[src/rtl/spi_tx_shiftreg16_if.sv]
// spi_tx_shiftreg16_if: write handshake and serial output bundle for spi_tx_shiftreg16
interface spi_tx_shiftreg16_if #(parameter int WIDTH = 16);
    logic update;
    logic [WIDTH-1:0] din;
    logic wr_en;
    logic wr_ready;
    logic sdout;
    logic frame_en;
    logic busy;
    logic done;
    logic wr_ovf;
    modport master (
        output update, din, wr_en,
        input wr_ready, sdout, frame_en, busy, done, wr_ovf
    );
    modport slave (
        input update, din, wr_en,
        output wr_ready, sdout, frame_en, busy, done, wr_ovf
    );
endinterface

[src/rtl/spi_tx_shiftreg16.sv]
// spi_tx_shiftreg16: buffered parallel-to-serial SPI transmit shift register
module spi_tx_shiftreg16 #(
    parameter int WIDTH = 16,
    parameter bit MSB_FIRST = 1'b1,
    parameter bit IDLE_LEVEL = 1'b0
) (
    input logic clk,
    input logic rst,
    spi_tx_shiftreg16_if.slave bus
);
    localparam int CW = $clog2(WIDTH);
    localparam logic [0:0] IDLE = 1'b0;
    localparam logic [0:0] SHIFT = 1'b1;
    localparam logic [CW-1:0] LAST = CW'(WIDTH - 1);
    logic [0:0] state;
    logic [WIDTH-1:0] hold;
    logic [WIDTH-1:0] shreg;
    logic [CW-1:0] bit_cnt;
    logic hold_full;
    logic done_q;
    logic ovf_q;
    logic load;
    // refill from the holding buffer when idle, or on the last update of a frame
    assign load = hold_full && (state == IDLE || (bus.update && bit_cnt == LAST));
    always_ff @(posedge clk) begin
        if (rst) begin
            state <= IDLE;
            hold <= '0;
            hold_full <= 1'b0;
            shreg <= '0;
            bit_cnt <= '0;
            done_q <= 1'b0;
            ovf_q <= 1'b0;
        end else begin
            done_q <= 1'b0;
            ovf_q <= bus.wr_en && hold_full;
            if (bus.wr_en && !hold_full) begin
                hold <= bus.din;
                hold_full <= 1'b1;
            end
            if (load) begin
                shreg <= hold;
                hold_full <= 1'b0;
                bit_cnt <= '0;
                state <= SHIFT;
                done_q <= (state == SHIFT);
            end else if (state == SHIFT && bus.update) begin
                if (bit_cnt == LAST) begin
                    state <= IDLE;
                    shreg <= '0;
                    bit_cnt <= '0;
                    done_q <= 1'b1;
                end else begin
                    shreg <= MSB_FIRST ? shreg << 1 : shreg >> 1;
                    bit_cnt <= bit_cnt + 1'b1;
                end
            end
        end
    end
    assign bus.wr_ready = ~hold_full;
    assign bus.frame_en = (state == SHIFT);
    assign bus.busy = (state == SHIFT) | hold_full;
    assign bus.done = done_q;
    assign bus.wr_ovf = ovf_q;
    assign bus.sdout = (state == SHIFT) ? (MSB_FIRST ? shreg[WIDTH-1] : shreg[0]) : IDLE_LEVEL;
endmodule
[src/flat_wrapper.sv]
// flat-port wrapper written by rule: the top's interface ports become plain ports
module spi_tx_shiftreg16_flat 
#(
    parameter int WIDTH = 16,
    parameter bit MSB_FIRST = 1'b1,
    parameter bit IDLE_LEVEL = 1'b0
)
  (clk, rst, bus_update, bus_din, bus_wr_en, bus_wr_ready, bus_sdout, bus_frame_en, bus_busy, bus_done, bus_wr_ovf);
  spi_tx_shiftreg16_if #(.WIDTH(WIDTH)) bus_i ();
  input logic clk;
  input logic rst;
  input wire logic [$bits(bus_i.update)-1:0] bus_update;
  input wire logic [$bits(bus_i.din)-1:0] bus_din;
  input wire logic [$bits(bus_i.wr_en)-1:0] bus_wr_en;
  output wire logic [$bits(bus_i.wr_ready)-1:0] bus_wr_ready;
  output wire logic [$bits(bus_i.sdout)-1:0] bus_sdout;
  output wire logic [$bits(bus_i.frame_en)-1:0] bus_frame_en;
  output wire logic [$bits(bus_i.busy)-1:0] bus_busy;
  output wire logic [$bits(bus_i.done)-1:0] bus_done;
  output wire logic [$bits(bus_i.wr_ovf)-1:0] bus_wr_ovf;
  assign bus_i.update = bus_update;
  assign bus_i.din = bus_din;
  assign bus_i.wr_en = bus_wr_en;
  assign bus_wr_ready = bus_i.wr_ready;
  assign bus_sdout = bus_i.sdout;
  assign bus_frame_en = bus_i.frame_en;
  assign bus_busy = bus_i.busy;
  assign bus_done = bus_i.done;
  assign bus_wr_ovf = bus_i.wr_ovf;
  spi_tx_shiftreg16 #(.WIDTH(WIDTH), .MSB_FIRST(MSB_FIRST), .IDLE_LEVEL(IDLE_LEVEL)) u_core (.clk(clk), .rst(rst), .bus(bus_i));
endmodule
[config.mk]
export PLATFORM = sky130hd
export DESIGN_NAME = spi_tx_shiftreg16_flat
export DESIGN_NICKNAME = d
export VERILOG_FILES = /design/src/rtl/spi_tx_shiftreg16_if.sv /design/src/rtl/spi_tx_shiftreg16.sv /design/src/flat_wrapper.sv
export SDC_FILE = /design/constraint.sdc
export NUM_CORES = 1
export LEC_CHECK = 0
export ABC_CLOCK_PERIOD_IN_PS = 3900
export CORE_AREA = 3 3 66 74
export CTS_CLUSTER_SIZE = 30
export DETAILED_ROUTE_END_ITERATION = 7
export DIE_AREA = 0 0 69 77
export PLACE_DENSITY = 0.74
export SYNTH_ARGS = -nofsm -noshare
export SYNTH_HDL_FRONTEND = slang
export SYNTH_SLANG_ARGS = --single-unit
export TNS_END_PERCENT = 1
[constraint.sdc]
create_clock -name clk -period 3.9 [get_ports clk]
set_clock_uncertainty 0.1 [all_clocks]
set_input_delay 0.585 -clock clk [delete_from_list [all_inputs] [get_ports clk]]
set_output_delay 0.585 -clock clk [all_outputs]
set_load 0.02 [all_outputs]
======== Yosys cells after proc, flatten, opt, wreduce, memory -nomap -nowiden ========
Cells that the tools add are included.
Widths: inputs -> output; s select.
word-level totals
  input port bits ......................... 20
  flip-flop bits (word level) ............. 40
  output and inout bits ................... 6
  logic and storage cells ................. 34
cells by class
  add/sub/neg operators ................... 1
  reduce and logical (&&, ||, !) cells .... 11
  multiplexer cells ....................... 11
  bitwise operators ....................... 3
  equal/unequal tests ..................... 1
operators by type and width
  kind                 number
  $mux 16              3
  $mux 1               7
  $logic_and 1x1->1    5
  $add 4x1->4 const B  1
  $eq 4x4->1 const B   1
  $mux 4               1
  $reduce_bool 2->1    2
  $not 1->1            2
  $reduce_and 2->1     1
  $reduce_or 2->1      1
  $logic_not 1->1      1
  $logic_or 1x1->1     1
  $or 1x1->1           1

======== Longest topological paths before layout ========
  depth in word-level cells ............... 6
  mapped depth ............................ 6
  gate-level depth less buffers ........... 4

======== Worst setup path after synthesis ========
OpenSTA, ideal clock, no wires.
  kind .................................... input-to-reg
  from .................................... in bus_update
  to ...................................... reg u_core.shreg[14]
  path slack .............................. 2348 ps
  required time ........................... 3658 ps
  library setup time ...................... 142 ps
  path buffers ............................ 2
  arrival ................................. 1309 ps
  stages on the path ...................... 5
  cells stage by stage .................... and4_1 -> buf_6 -> buf_12 -> o211ai_1 -> a311oi_2
on the way
  cells in the longest elaborated chain, start to end .. 4
  elaborated cells between the ends (all ways) .. 6
  those cells by class .................... mux (1); reduce/logical (5)
RTL lines
  element                                       line                     source
  start, declared                               flat_wrapper.sv:12       input wire logic [$bits(bus_i.update)-1:0] bus_update;
  $logic_and 1x1->1                             spi_tx_shiftreg16.sv:24  assign load = hold_full && (state == IDLE || (bus.update && bit_cnt == LAST));
  $logic_or 1x1->1                              spi_tx_shiftreg16.sv:24
  $logic_and 1x1->1                             spi_tx_shiftreg16.sv:24
  $mux 16 or $reduce_bool 2->1 (tied branches)  --
  end signal, assigned                          spi_tx_shiftreg16.sv:42  shreg <= hold;
  end signal, assigned                          spi_tx_shiftreg16.sv:54  shreg <= MSB_FIRST ? shreg << 1 : shreg >> 1;
  end, declared                                 spi_tx_shiftreg16.sv:17  logic [WIDTH-1:0] shreg;
Parallel ways exist; a longest one is shown, timed or not.
A chain may end at the register's enable or synchronous reset.

======== Worst setup path in the final report ========
  from .................................... reg u_core.hold_full
  to ...................................... out bus_busy
on the way
  cells in the longest elaborated chain, start to end .. 1
RTL lines
  element                 line                     source
  start, declared         spi_tx_shiftreg16.sv:19  logic hold_full;
  start signal, assigned  spi_tx_shiftreg16.sv:29  hold_full <= 1'b0;
  start signal, assigned  spi_tx_shiftreg16.sv:39  hold_full <= 1'b1;
  start signal, assigned  spi_tx_shiftreg16.sv:43  hold_full <= 1'b0;
  $or 1x1->1              spi_tx_shiftreg16.sv:62  assign bus.busy = (state == SHIFT) | hold_full;
  end, declared           flat_wrapper.sv:18       output wire logic [$bits(bus_i.busy)-1:0] bus_busy;
No other way between the ends.

==> qor.yml <==
synth:
  syn_nets: 226
  synth_cell_types: 35
  synth_top_flop_cell: "dfxtp_1"
  synthArstFlopShare_pct: 0
  synth_seq_cells: 40
  synthTopCellsByCount: "dfxtp_1 (40), nand2_1 (33), a21oi_1 (19), nand3_1 (19), nor2_1 (17)"
  synth_top_area_cell: "dfxtp_1"
  synth_edf_count: 0
  avgSynthCellArea_um2: 9.015
  netlist_instances: 205
  synth_area_leaders: "dfxtp_1 (43%), nand2_1 (6.7%), a311oi_2 (6.5%), a21oi_1 (5.1%), nand3_1 (5.1%)"
  yosysMostFrequentCell: "dfxtp_1"
  synth.top_cell.area_share_pct: 43.33
  synth-seq-area-share_pct: 43.33
  synth_area_um2: 1848
  yosysWarnings: 0
clocking:
  clockBufferDepth: 2
  cts.repair.resized: 0
  cts.sinks: 40
  cts_tree: "yes"
  cts_buffers: 5
  cts-htree-levels: 2
  cts_hold_buf: 0
  clock_latency_ns: 0.31
  postCtsSetupRepairBufs: 0
  clkSlewWorstSetupHoldPaths_ns: 0.07
  cts_root_buf: "clkbuf_8"
sta:
  finalHoldViolations: 0
  tns_ns: 0
  relSlewSlack_pct: 33.04
  worst_slack_ns: 1.163
  rsz0062_at_grt: "false"
  tightest_slew_ns: 1.002
  fin_crit_ns: 2.737
  fin_crit_sh_pct: 70.18
  finalMaxSlewViolations: 0
  setup-violations-final: 0
  max_clock_freq_mhz: 365.4
min_path:
  hold_class: "flip-flop to flip-flop"
  min_from: "u_core.hold[5]"
drt:
  antenna_left: 0
  dr.pass1.iters: 5
  drt_iter0_drc: 66
  routed_wl_um: 3614
  route.detailed.drc: 0
  route.vias.total: 1473
  avgRoutedWirePerCell_um: 13.24
  viasPerCell: 5.396
die:
  rows: 25
  dieWidth_um: 69
  die_y_um: 77
  core_area_um2: 4254
  initial_utilization_pct: 43.44
  dieArea_um2: 5313
  ios: 26
worst_setup_path:
  critPathArrivalTime_ns: 2.05
  cp-startpoint: "u_core.hold_full"
  worstReg2RegStart: "u_core.hold_full"
  worstSetupPathType: "flip-flop to output pin"
  crit_fanout: 24
  cp_data_required_time_ns: 3.21
  worst_setup_path_start_kind: "flip-flop"
  end_kind: "output pin"
final_layout:
  fillers: 435
  fin_nets: 239
  synthToLayoutAreaGrowth_pct: 15.03
  drive_gt1_share_pct: 13.70
  fin_area_um2: 2126
  multi_input_area_um2: 895.9
  diodes: 0
  area.sequential_um2: 800.8
placement:
  dp_hpwl_um: 2304
  placedInstanceArea_um2: 2033
  gp_congestion: 0.7212
  io_buffers: 25
  dp_slack_ns: 1.336
power:
  ir_worst_vdd_mv: 0.2268
  power.density_nw_per_um2: 421.1
  p_leak_nw: 0.7085
global_routing:
  track_usage_pct: 14.55
  grt.overflow.total: 0
  grt_pass1_wl_um: 6258
  antenna_found_initial: 0
  grt_pass1_vias: 1341
  grt_max_degree: 41
run:
  maxCapViolCount: 0
run_status:
  outcome: "finished clean"
-- metrics by stage --
| step | hold slack, ns | cells | power (mW) | utilization, % |
|---|---|---|---|---|
| finish | 0.3557 | 273 | 0.8952 | 49.97 |
| global placement | 0.3431 | 265 | 0.6115 | 47.79 |
| global route | 0.3829 | 273 | 0.9356 | 49.97 |
| CTS | 0.3588 | 273 | 0.9004 | 49.97 |
| detailed placement | 0.3482 | 265 | 0.6149 | 47.79 |
| floorplan | 0.3366 | 205 | 0.5783 | - |
-- layout make-up --
type / instances / area share, %
clock buffer: 6 / 3.885
clock inverter: 2 / 0.4709
inverter: 3 / 0.5297
multi-input combinational: 142 / 42.14
sequential: 40 / 37.67
tap: 54 / 3.178
timing repair buffer: 26 / 12.12
-- registers in the layout, indices dropped and copies added, names as in the netlist --
name,count
u_core.hold_full,1
u_core.shreg,16
u_core.bus.wr_ovf,1
u_core.bus.frame_en,1
u_core.hold,16
u_core.bit_cnt,4
u_core.bus.done,1
-- final timing paths --
check,to,slack [ns],cells after the start
setup / recovery,bus_busy,1.16,3
setup reg to reg,u_core.shreg[11],1.80,3
hold / removal,u_core.hold[5],0.36,2
hold reg to reg,u_core.hold[5],0.36,2
-- logic make-up after synthesis --
logic type                 after synthesis  synth area share, %
AOI/OAI and AO/OA                       54                24.85
xor gates and xnor gates                 1               0.4740
adders and majority gates                1               0.6769
buffers and inverters                   23                8.191
DFF                                     40                43.33
muxes                                    2                1.354
and+or+nand+nor                         84                21.12
-- placed cells by master (no fill, tap or decap), types with 4 or more instances in the layout --
master           instances
a21oi_1                 19
a311oi_1                 7
a311oi_2                 8
clkbuf_8                 6
clkdlybuf4s50_1         25
dfxtp_1                 40
nand2_1                 33
nand3_1                 19
nor2_1                  17
nor3_1                   4
o211ai_1                 9
o211ai_2                 7
-- critical path, cell delays in order, from the launching register on --
cell,delay (ns)
dfxtp_1,0.93
nor2_1,0.14
inv_1,0.09
clkdlybuf4s50_1,0.60
-- layer usage --
| metal | vias up | track usage, % | share of wire [%] |
|---|---|---|---|
| li1 | 755 | - | - |
| met1 | 682 | 19.08 | 49 |
| met4 | 0 | 7.031 | 2.3 |
| met3 | 10 | 4.456 | 3.9 |
| met2 | 26 | 21.56 | 45 |
| met5 | - | 0 | 0 |
-- report_power, final --
part | internal, mW | leakage, nW | switching [mW]
clock network | 0.141 | 0.0510 | 0.149
logic | 0.0628 | 0.329 | 0.0764
registers | 0.440 | 0.328 | 0.0257
total | 0.644 | 0.708 | 0.252
Note: power is estimated with default switching activity, not from simulation.
